[src/rtl/fir_pkg.sv]
// fir_pkg: shared definitions for the fir filter.
//   SAMPLE_W / COEFF_W / FRAC_BITS : sample, coefficient and Q1.15 fraction widths
//   sample_t / coeff_t             : signed 16-bit sample and coefficient types
//   DEFAULT_COEFF                  : 10-tap symmetric low-pass, unity DC gain (sum = 32768)
//   sat16()                        : round half up at FRAC_BITS, saturate to 16 bits
package fir_pkg;

    localparam int SAMPLE_W  = 16;
    localparam int COEFF_W   = 16;
    localparam int FRAC_BITS = 15;
    // Width of the accumulator view taken by sat16; callers sign-extend into it.
    localparam int SAT_IN_W  = 64;

    typedef logic signed [SAMPLE_W-1:0] sample_t;
    typedef logic signed [COEFF_W-1:0]  coeff_t;

    localparam coeff_t DEFAULT_COEFF [10] = '{
        16'sd492,  16'sd1311, 16'sd2785, 16'sd4588, 16'sd7208,
        16'sd7208, 16'sd4588, 16'sd2785, 16'sd1311, 16'sd492
    };

    function automatic sample_t sat16(input logic signed [SAT_IN_W-1:0] acc);
        logic signed [SAT_IN_W-1:0] half_lsb;
        logic signed [SAT_IN_W-1:0] r;
        half_lsb = 64'sd1 <<< (FRAC_BITS - 1);
        r = (acc + half_lsb) >>> FRAC_BITS;
        if (r > 64'sd32767) begin
            return 16'sh7FFF;
        end else if (r < -64'sd32768) begin
            return 16'sh8000;
        end else begin
            return r[SAMPLE_W-1:0];
        end
    endfunction

endpackage

[src/rtl/fir_adder_tree.sv]
// fir_adder_tree: combinational signed sum of N IN_W-wide terms.
//   terms : N signed products
//   sum   : signed total, SUM_W wide (wide enough that no overflow occurs)
module fir_adder_tree #(
    parameter int N     = 10,
    parameter int IN_W  = 32,
    parameter int SUM_W = IN_W + $clog2(N)
) (
    input  logic signed [IN_W-1:0]  terms [N],
    output logic signed [SUM_W-1:0] sum
);

    always_comb begin
        sum = '0;
        for (int unsigned i = 0; i < N; i++) begin
            sum = sum + SUM_W'(terms[i]);
        end
    end

endmodule

[src/rtl/fir.sv]
// fir: direct-form, fully pipelined FIR filter, 16-bit signed Q1.15 stream.
//   clk        : rising-edge clock
//   rst        : asynchronous active-low reset
//   in_valid   : in_sample is valid this cycle (sample is shifted in)
//   in_sample  : signed input sample
//   out_valid  : one-cycle pulse, out_sample carries a new result
//   out_sample : rounded, saturated filter output (holds between pulses)
// Stage 1 registers the TAPS products on the accepting edge; stage 2
// registers the rounded/saturated sum on the following edge.
module fir
    import fir_pkg::*;
#(
    parameter int     TAPS     = 10,
    parameter int     MULTBITS = 32,
    parameter coeff_t COEFF [TAPS] = DEFAULT_COEFF
) (
    input  logic                       clk,
    input  logic                       rst,
    input  logic                       in_valid,
    input  logic signed [SAMPLE_W-1:0] in_sample,
    output logic                       out_valid,
    output logic signed [SAMPLE_W-1:0] out_sample
);

    localparam int ACC_W = MULTBITS + $clog2(TAPS);

    // The newest sample feeds tap 0 straight from in_sample, so only
    // TAPS-1 older samples need storing; the oldest delay-line slot would
    // never be read.
    logic signed [SAMPLE_W-1:0] x [TAPS-1];
    logic signed [MULTBITS-1:0] p [TAPS];
    logic                       v1;
    logic signed [ACC_W-1:0]    acc;

    always_ff @(posedge clk or negedge rst) begin
        if (!rst) begin
            for (int unsigned i = 0; i < TAPS - 1; i++) begin
                x[i] <= '0;
            end
            for (int unsigned i = 0; i < TAPS; i++) begin
                p[i] <= '0;
            end
            v1 <= 1'b0;
        end else begin
            v1 <= in_valid;
            if (in_valid) begin
                x[0] <= in_sample;
                for (int unsigned i = 1; i < TAPS - 1; i++) begin
                    x[i] <= x[i-1];
                end
                p[0] <= MULTBITS'(in_sample) * MULTBITS'(COEFF[0]);
                for (int unsigned i = 1; i < TAPS; i++) begin
                    p[i] <= MULTBITS'(x[i-1]) * MULTBITS'(COEFF[i]);
                end
            end
        end
    end

    fir_adder_tree #(
        .N     (TAPS),
        .IN_W  (MULTBITS),
        .SUM_W (ACC_W)
    ) u_adder_tree (
        .terms (p),
        .sum   (acc)
    );

    always_ff @(posedge clk or negedge rst) begin
        if (!rst) begin
            out_valid  <= 1'b0;
            out_sample <= '0;
        end else begin
            out_valid <= v1;
            if (v1) begin
                out_sample <= sat16(SAT_IN_W'(acc));
            end
        end
    end

endmodule

[config.mk]
export PLATFORM = sky130hd
export DESIGN_NAME = fir
export DESIGN_NICKNAME = d
export VERILOG_FILES = /design/src/rtl/fir_pkg.sv /design/src/rtl/fir_adder_tree.sv /design/src/rtl/fir.sv
export SDC_FILE = /design/constraint.sdc
export NUM_CORES = 2
export LEC_CHECK = 0
export CAP_MARGIN = 20
export CORE_MARGIN = 2
export CORE_UTILIZATION = 40
export DETAILED_ROUTE_END_ITERATION = 8
export GPL_ROUTABILITY_DRIVEN = 0
export PLACE_DENSITY = 0.65
export SETUP_SLACK_MARGIN = 0.05
export SLEW_MARGIN = 20
export SYNTH_ARGS = -nofsm -noshare
export SYNTH_HDL_FRONTEND = slang
export SYNTH_SLANG_ARGS = --single-unit
export TNS_END_PERCENT = 50
[constraint.sdc]
create_clock -name clk -period 22.1 [get_ports clk]
set_input_delay 4.42 -clock clk [delete_from_list [all_inputs] [get_ports clk]]
set_output_delay 4.42 -clock clk [all_outputs]
set_load 0.01 [all_outputs]
# Yosys cells after proc, flatten, opt, wreduce, memory -nomap -nowiden
# Cells that the tools add are included.
[word_totals] input_bits=19 latch_bits=0 ramBits=0 ff_bits=434 output_inout_bits=17 word_cells=46 rom_bits=0 n_memories=0
[classes] n_mux=2 n_lt_le_gt_ge=2 bitwise=0 reduce_logical=0 shift=0 n_addsub=10 div_mod_pow=0 mul=10 eq_ne=0
[ops] op="multiplier 16 x 12 -> 28 bit, second input constant" n=4
[ops] op="adder 36 x 30 -> 36 bit" n=3
[ops] op="multiplier 16 x 13 -> 29 bit, second input constant" n=2
[ops] op="multiplier 16 x 11 -> 27 bit, second input constant" n=2
[ops] op="multiplier 16 x 8 -> 24 bit, second input constant" n=2
[ops] op="adder 36 x 16 -> 37 bit, second input constant" n=1
[ops] op="adder 36 x 26 -> 36 bit" n=1
[ops] op="adder 36 x 28 -> 36 bit" n=1
[ops] op="adder 36 x 29 -> 36 bit" n=1
[ops] op="two-way mux 16 bit" n=2
[ops] op="adder 30 x 30 -> 31 bit" n=1
[ops] op="adder 29 x 29 -> 30 bit" n=1
[ops] op="adder 26 x 28 -> 29 bit" n=1
[ops] op="> comparator 22 x 16 -> 1 bit, second input constant" n=1
[ops] op="< comparator 22 x 16 -> 1 bit, second input constant" n=1

# Depth between registers and ports, before layout
[depth] word_depth=13 depth_mapped=35 depth_no_buf=32

# By module
# Synthesis repeated with hierarchy kept, for this count alone.
[hier_totals] cells_unflattened=5861 hier_area_um2=58741.3
[by_module_without_submodules] module="fir" cells_each=5023 area_each_um2=50462.1 instances=1
[by_module_without_submodules] module="fir_adder_tree" cells_each=838 area_each_um2=8279.2 instances=1

# Worst setup path before layout
# No wires, ideal clock.
[synth_timing] path_type="input-to-reg" startpoint="input port in_sample[1]" endpoint="register, netlist name p[313]" path_slack_ns=13.289 required_ns=21.975 cell_stages=18 arrival_ns=8.686 cell_sequence="ha_1 fa_1 inv_1 fa_1 inv_1 fa_1 ha_1 a21oi_1 nor2b_1 o21a_1 o311ai_1 a311oi_1 a31oi_1 a21oi_1 or4_1 a31oi_1 xnor2_1 mux2_2"
[synth_between] elab_chain_len=1
[synth_lines] element="start: declaration" line="fir.sv:20" text="input logic signed [SAMPLE_W-1:0] in_sample,"
[synth_lines] element="multiplier 16 x 8 -> 24 bit" line="fir.sv:51" text="p[0] <= MULTBITS'(in_sample) * MULTBITS'(COEFF[0]);"
# Every way passes these cells.
# A chain may end at the register's enable or synchronous reset.

# Worst setup path in the final report
[layout_timing] startpoint="input port in_sample[0]" endpoint="register, netlist name p[313]"
[layout_between] elab_chain_len=1
[layout_lines] element="multiplier 16 x 8 -> 24 bit" line="fir.sv:51"
# Every way passes these cells.

==> flow_summary_export.csv <==
group,metric,value,unit
detailed_routing,avgRoutedWirePerCell,17.36,um
detailed_routing,firstDrtPassIters,5,
global_routing,antenna_found_initial,0,
worst_setup_path,ff2ff_setup_slack,12900,ps
global_routing,grt_use_met2,32.47,%
detailed_routing,via_count,37990,
sta,setup_viol,0,
worst_setup_path,path_delay_family,"compound AO/OA/AOI/OAI gates",
die,die-height,381.0,um
place,place_inst,7461,
worst_setup_path,cp.required,22660,ps
global_routing,use_met1,25.55,%
die,io_pins,36,
clock_network,clock_latency,670,ps
detailed_routing,wl,131200,um
final_layout,area_growth_syn_to_layout,7.689,%
worst_setup_path,crit_path_max_fanout,4,
clock_network,clkTransAtPathRegs,60,ps
worst_setup_path,reg2regPathDepth,29,
final_layout,multi_input_area,41080,sq um
clock_network,cts_setup_buffers,0,
min_path,holdPathEnd,"out_sample[15]",
die,rows,138,
global_routing,grt_pass1_wl,219900,um
global_routing,grt_pass1_vias,40830,
sta,report.final.slew_viol_count,0,
die,coreArea,141200,sq um
worst_setup_path,cp.buffers_inverters,3,
place,dpl_cell_area,59360,sq um
global_routing,grt_max_degree,174,
global_routing,top_usage_layer,"met2",
detailed_routing,drcViolationCount,0,
final_layout,design_area,61210,sq um
run_status,status,"completed",
sta,period_needed,9208,ps
logic_synthesis,ys_seq_area_share,18.27,%
place,io_buffers,35,
final_layout,layout_common_cells,"1332 x inv_1, 881 x ha_1, 793 x fa_1",
die,die-area,145100,sq um
worst_setup_path,worstSetupPathType,"in2reg",
logic_synthesis,synth_top_flop_cell,"dfrtp_1",
detailed_routing,vias_per_cell,5.026,
die,start_util,40.24,%
final_layout,drive_gt1_share,7.376,%
min_path,worstHoldStart,"out_sample[15]",
logic_synthesis,netlist_area,56840,sq um
final_layout,final_nets,7319,
sta,maxSlewHeadroom,30.81,%
worst_setup_path,crit_path_max_incr_delay,630,ps
final_layout,n_fill_cell,13490,
sta,fmax,108.6,MHz
logic_synthesis,synthCells,5607,
worst_setup_path,rr_endpoint,"out_sample[5]",
logic_synthesis,syn_area_per_cell,10.14,sq um
final_layout,layout.cells.non_filler,7558,
logic_synthesis,synth_nets,7300,
sta,finClkSkew,36.57,ps
final_layout,seqCellArea,10390,sq um
clock_network,clk_path_buf_depth,3,
sta,fin_crit_sh,41.66,%
min_path,hp-class,"reg2reg",
worst_setup_path,worstSetupEndpointType,"flop",
detailed_routing,drtIter0Drc,1794,
sta,hold_viol_final,0,
final_layout,fin_util,43.34,%
global_routing,met3_usage,1.721,%
clock_network,cts_tree,"done",
clock_network,cts_sinks,415,
sta,worst_slew_pin_slew,1038,ps
clock_network,cts_root_buf,"clkbuf_16",
worst_setup_path,arrival,9760,ps
worst_setup_path,crit_top_cell,"ha_1",
sta,fin_tns_setup,0,ps
worst_setup_path,start_kind,"input port",
clock_network,numCtsBuffers,53,
worst_setup_path,reg2reg_from,"x[100]",
logic_synthesis,yosys_warnings,0,
global_routing,grt_use_total,18.87,%
place,place_hpwl,107300,um
min_path,hold_depth,1,
logic_synthesis,async_flop_share,100.0,%
flow_run,cap_violations,0,
logic_synthesis,ys_types,92,
worst_setup_path,crit_path_cell_trace,"clkdlybuf4s50_1 > ha_1 > fa_1 > ha_1 > inv_1 > fa_1 > inv_1 > ha_1 > a21o_1 > a21oi_1 > nor2b_1 > o21a_1 > o311ai_1 > a311oi_1 > a31oi_1 > a21oi_1 > or4_1 > a31oi_1 > xnor2_1 > mux2_2",
detailed_routing,drtAntennaViolNets,0,
die,die_w,381.0,um
logic_synthesis,synth_seq_cells,415,
logic_synthesis,synth_edf_count,0,
clock_network,hold_buffers,0,
global_routing,overflow,0,
clock_network,cts_resized,0,
clock_network,htree_levels,2,
sta,rsz0062_at_grt,"false",
final_layout,mostFrequentLayoutCell,"inv_1",
worst_setup_path,cp_slowest_cell,"clkdlybuf4s50_1",
synthesized netlist by cell type, drive strengths merged, types with 19 or more instances:
master,instances,share of area (%)
inv,1332,8.8
ha,881,19
fa,793,28
dfrtp,415,18
mux2,249,4.9
nand2,239,1.6
o21ai,235,2.1
xnor2,227,3.5
nor2,225,1.5
a21oi,183,1.6
xor2,80,1.3
clkbuf,71,0.47
nor3,64,0.56
a21o,62,0.82
nand3,56,0.49
a31oi,36,0.40
o21a,31,0.41
and3,27,0.30
o21bai,24,0.34
nor2b,23,0.25
a211oi,22,0.32
and2,22,0.24
mux2i,22,0.39
nand2b,20,0.22
or2,20,0.22
buf,19,0.18
worst register-to-register path, delay by kind of cell, from the launching register on:
family	cells	cell delay, ps
AND/OR/NAND/NOR	5	1340
buffers and inverters	2	200
adder cells (fa/ha/maj)	5	2260
XOR/XNOR	2	420
flip-flops	1	590
AO/OA/AOI/OAI	15	4210
stage by stage:
stage / setup slack [ps] / hold slack (ps)
3_5_place_dp: 12270 / 475.8
6_report: 12890 / 484.6
5_1_grt: 12250 / 518.0
4_1_cts: 12800 / 489.8
2_1_floorplan: 13290 / 351.9
3_3_place_gp: 12410 / 470.8
state kept, by name, indices dropped and copies added, names as in the netlist:
register and cells:
v1 1, p 253, x 144, out_sample 16, out_valid 1
cell type report:
type	instances	area share (%)
diodes	1	0.004088
clock buffers	66	2.361
clock inverters	30	0.6582
inverters	1335	8.187
multi-input cells	3767	67.11
flip-flops and latches	415	16.97
well taps	1890	3.863
repair buffers	54	0.8544
worst max-delay path by stage:
stage / from / end / slack, ps / cells after the start
after global placement: in_sample[1] / p[313] / 12410 / 19
after floorplan: in_sample[1] / p[313] / 13290 / 18
after global routing: x[100] / out_sample[2] / 12250 / 29
final: in_sample[0] / p[313] / 12890 / 20
after detailed placement: in_sample[0] / p[313] / 12270 / 20
after CTS: x[100] / out_sample[1] / 12800 / 29
cells by family after synthesis:
kind of cell	after synthesis	share of synthesized area [%]
simple gates	774	6.443
fa+ha+maj	1675	47.34
mux	271	5.327
buf+inv	1425	9.463
flops	415	18.27
xor+xnor	307	4.757
compound gates	740	8.400
layer usage:
metal  vias to the layer above  part of all wire [%]
met2                       557                    49
li1                      18060                     -
met4                         0                   2.5
met1                     19230                    45
met3                       149                   3.3
met5                         -                     0
Power is left out: the tool's default activity adds up to more than one toggle a clock period on the data nets, which glitch-free logic cannot reach.
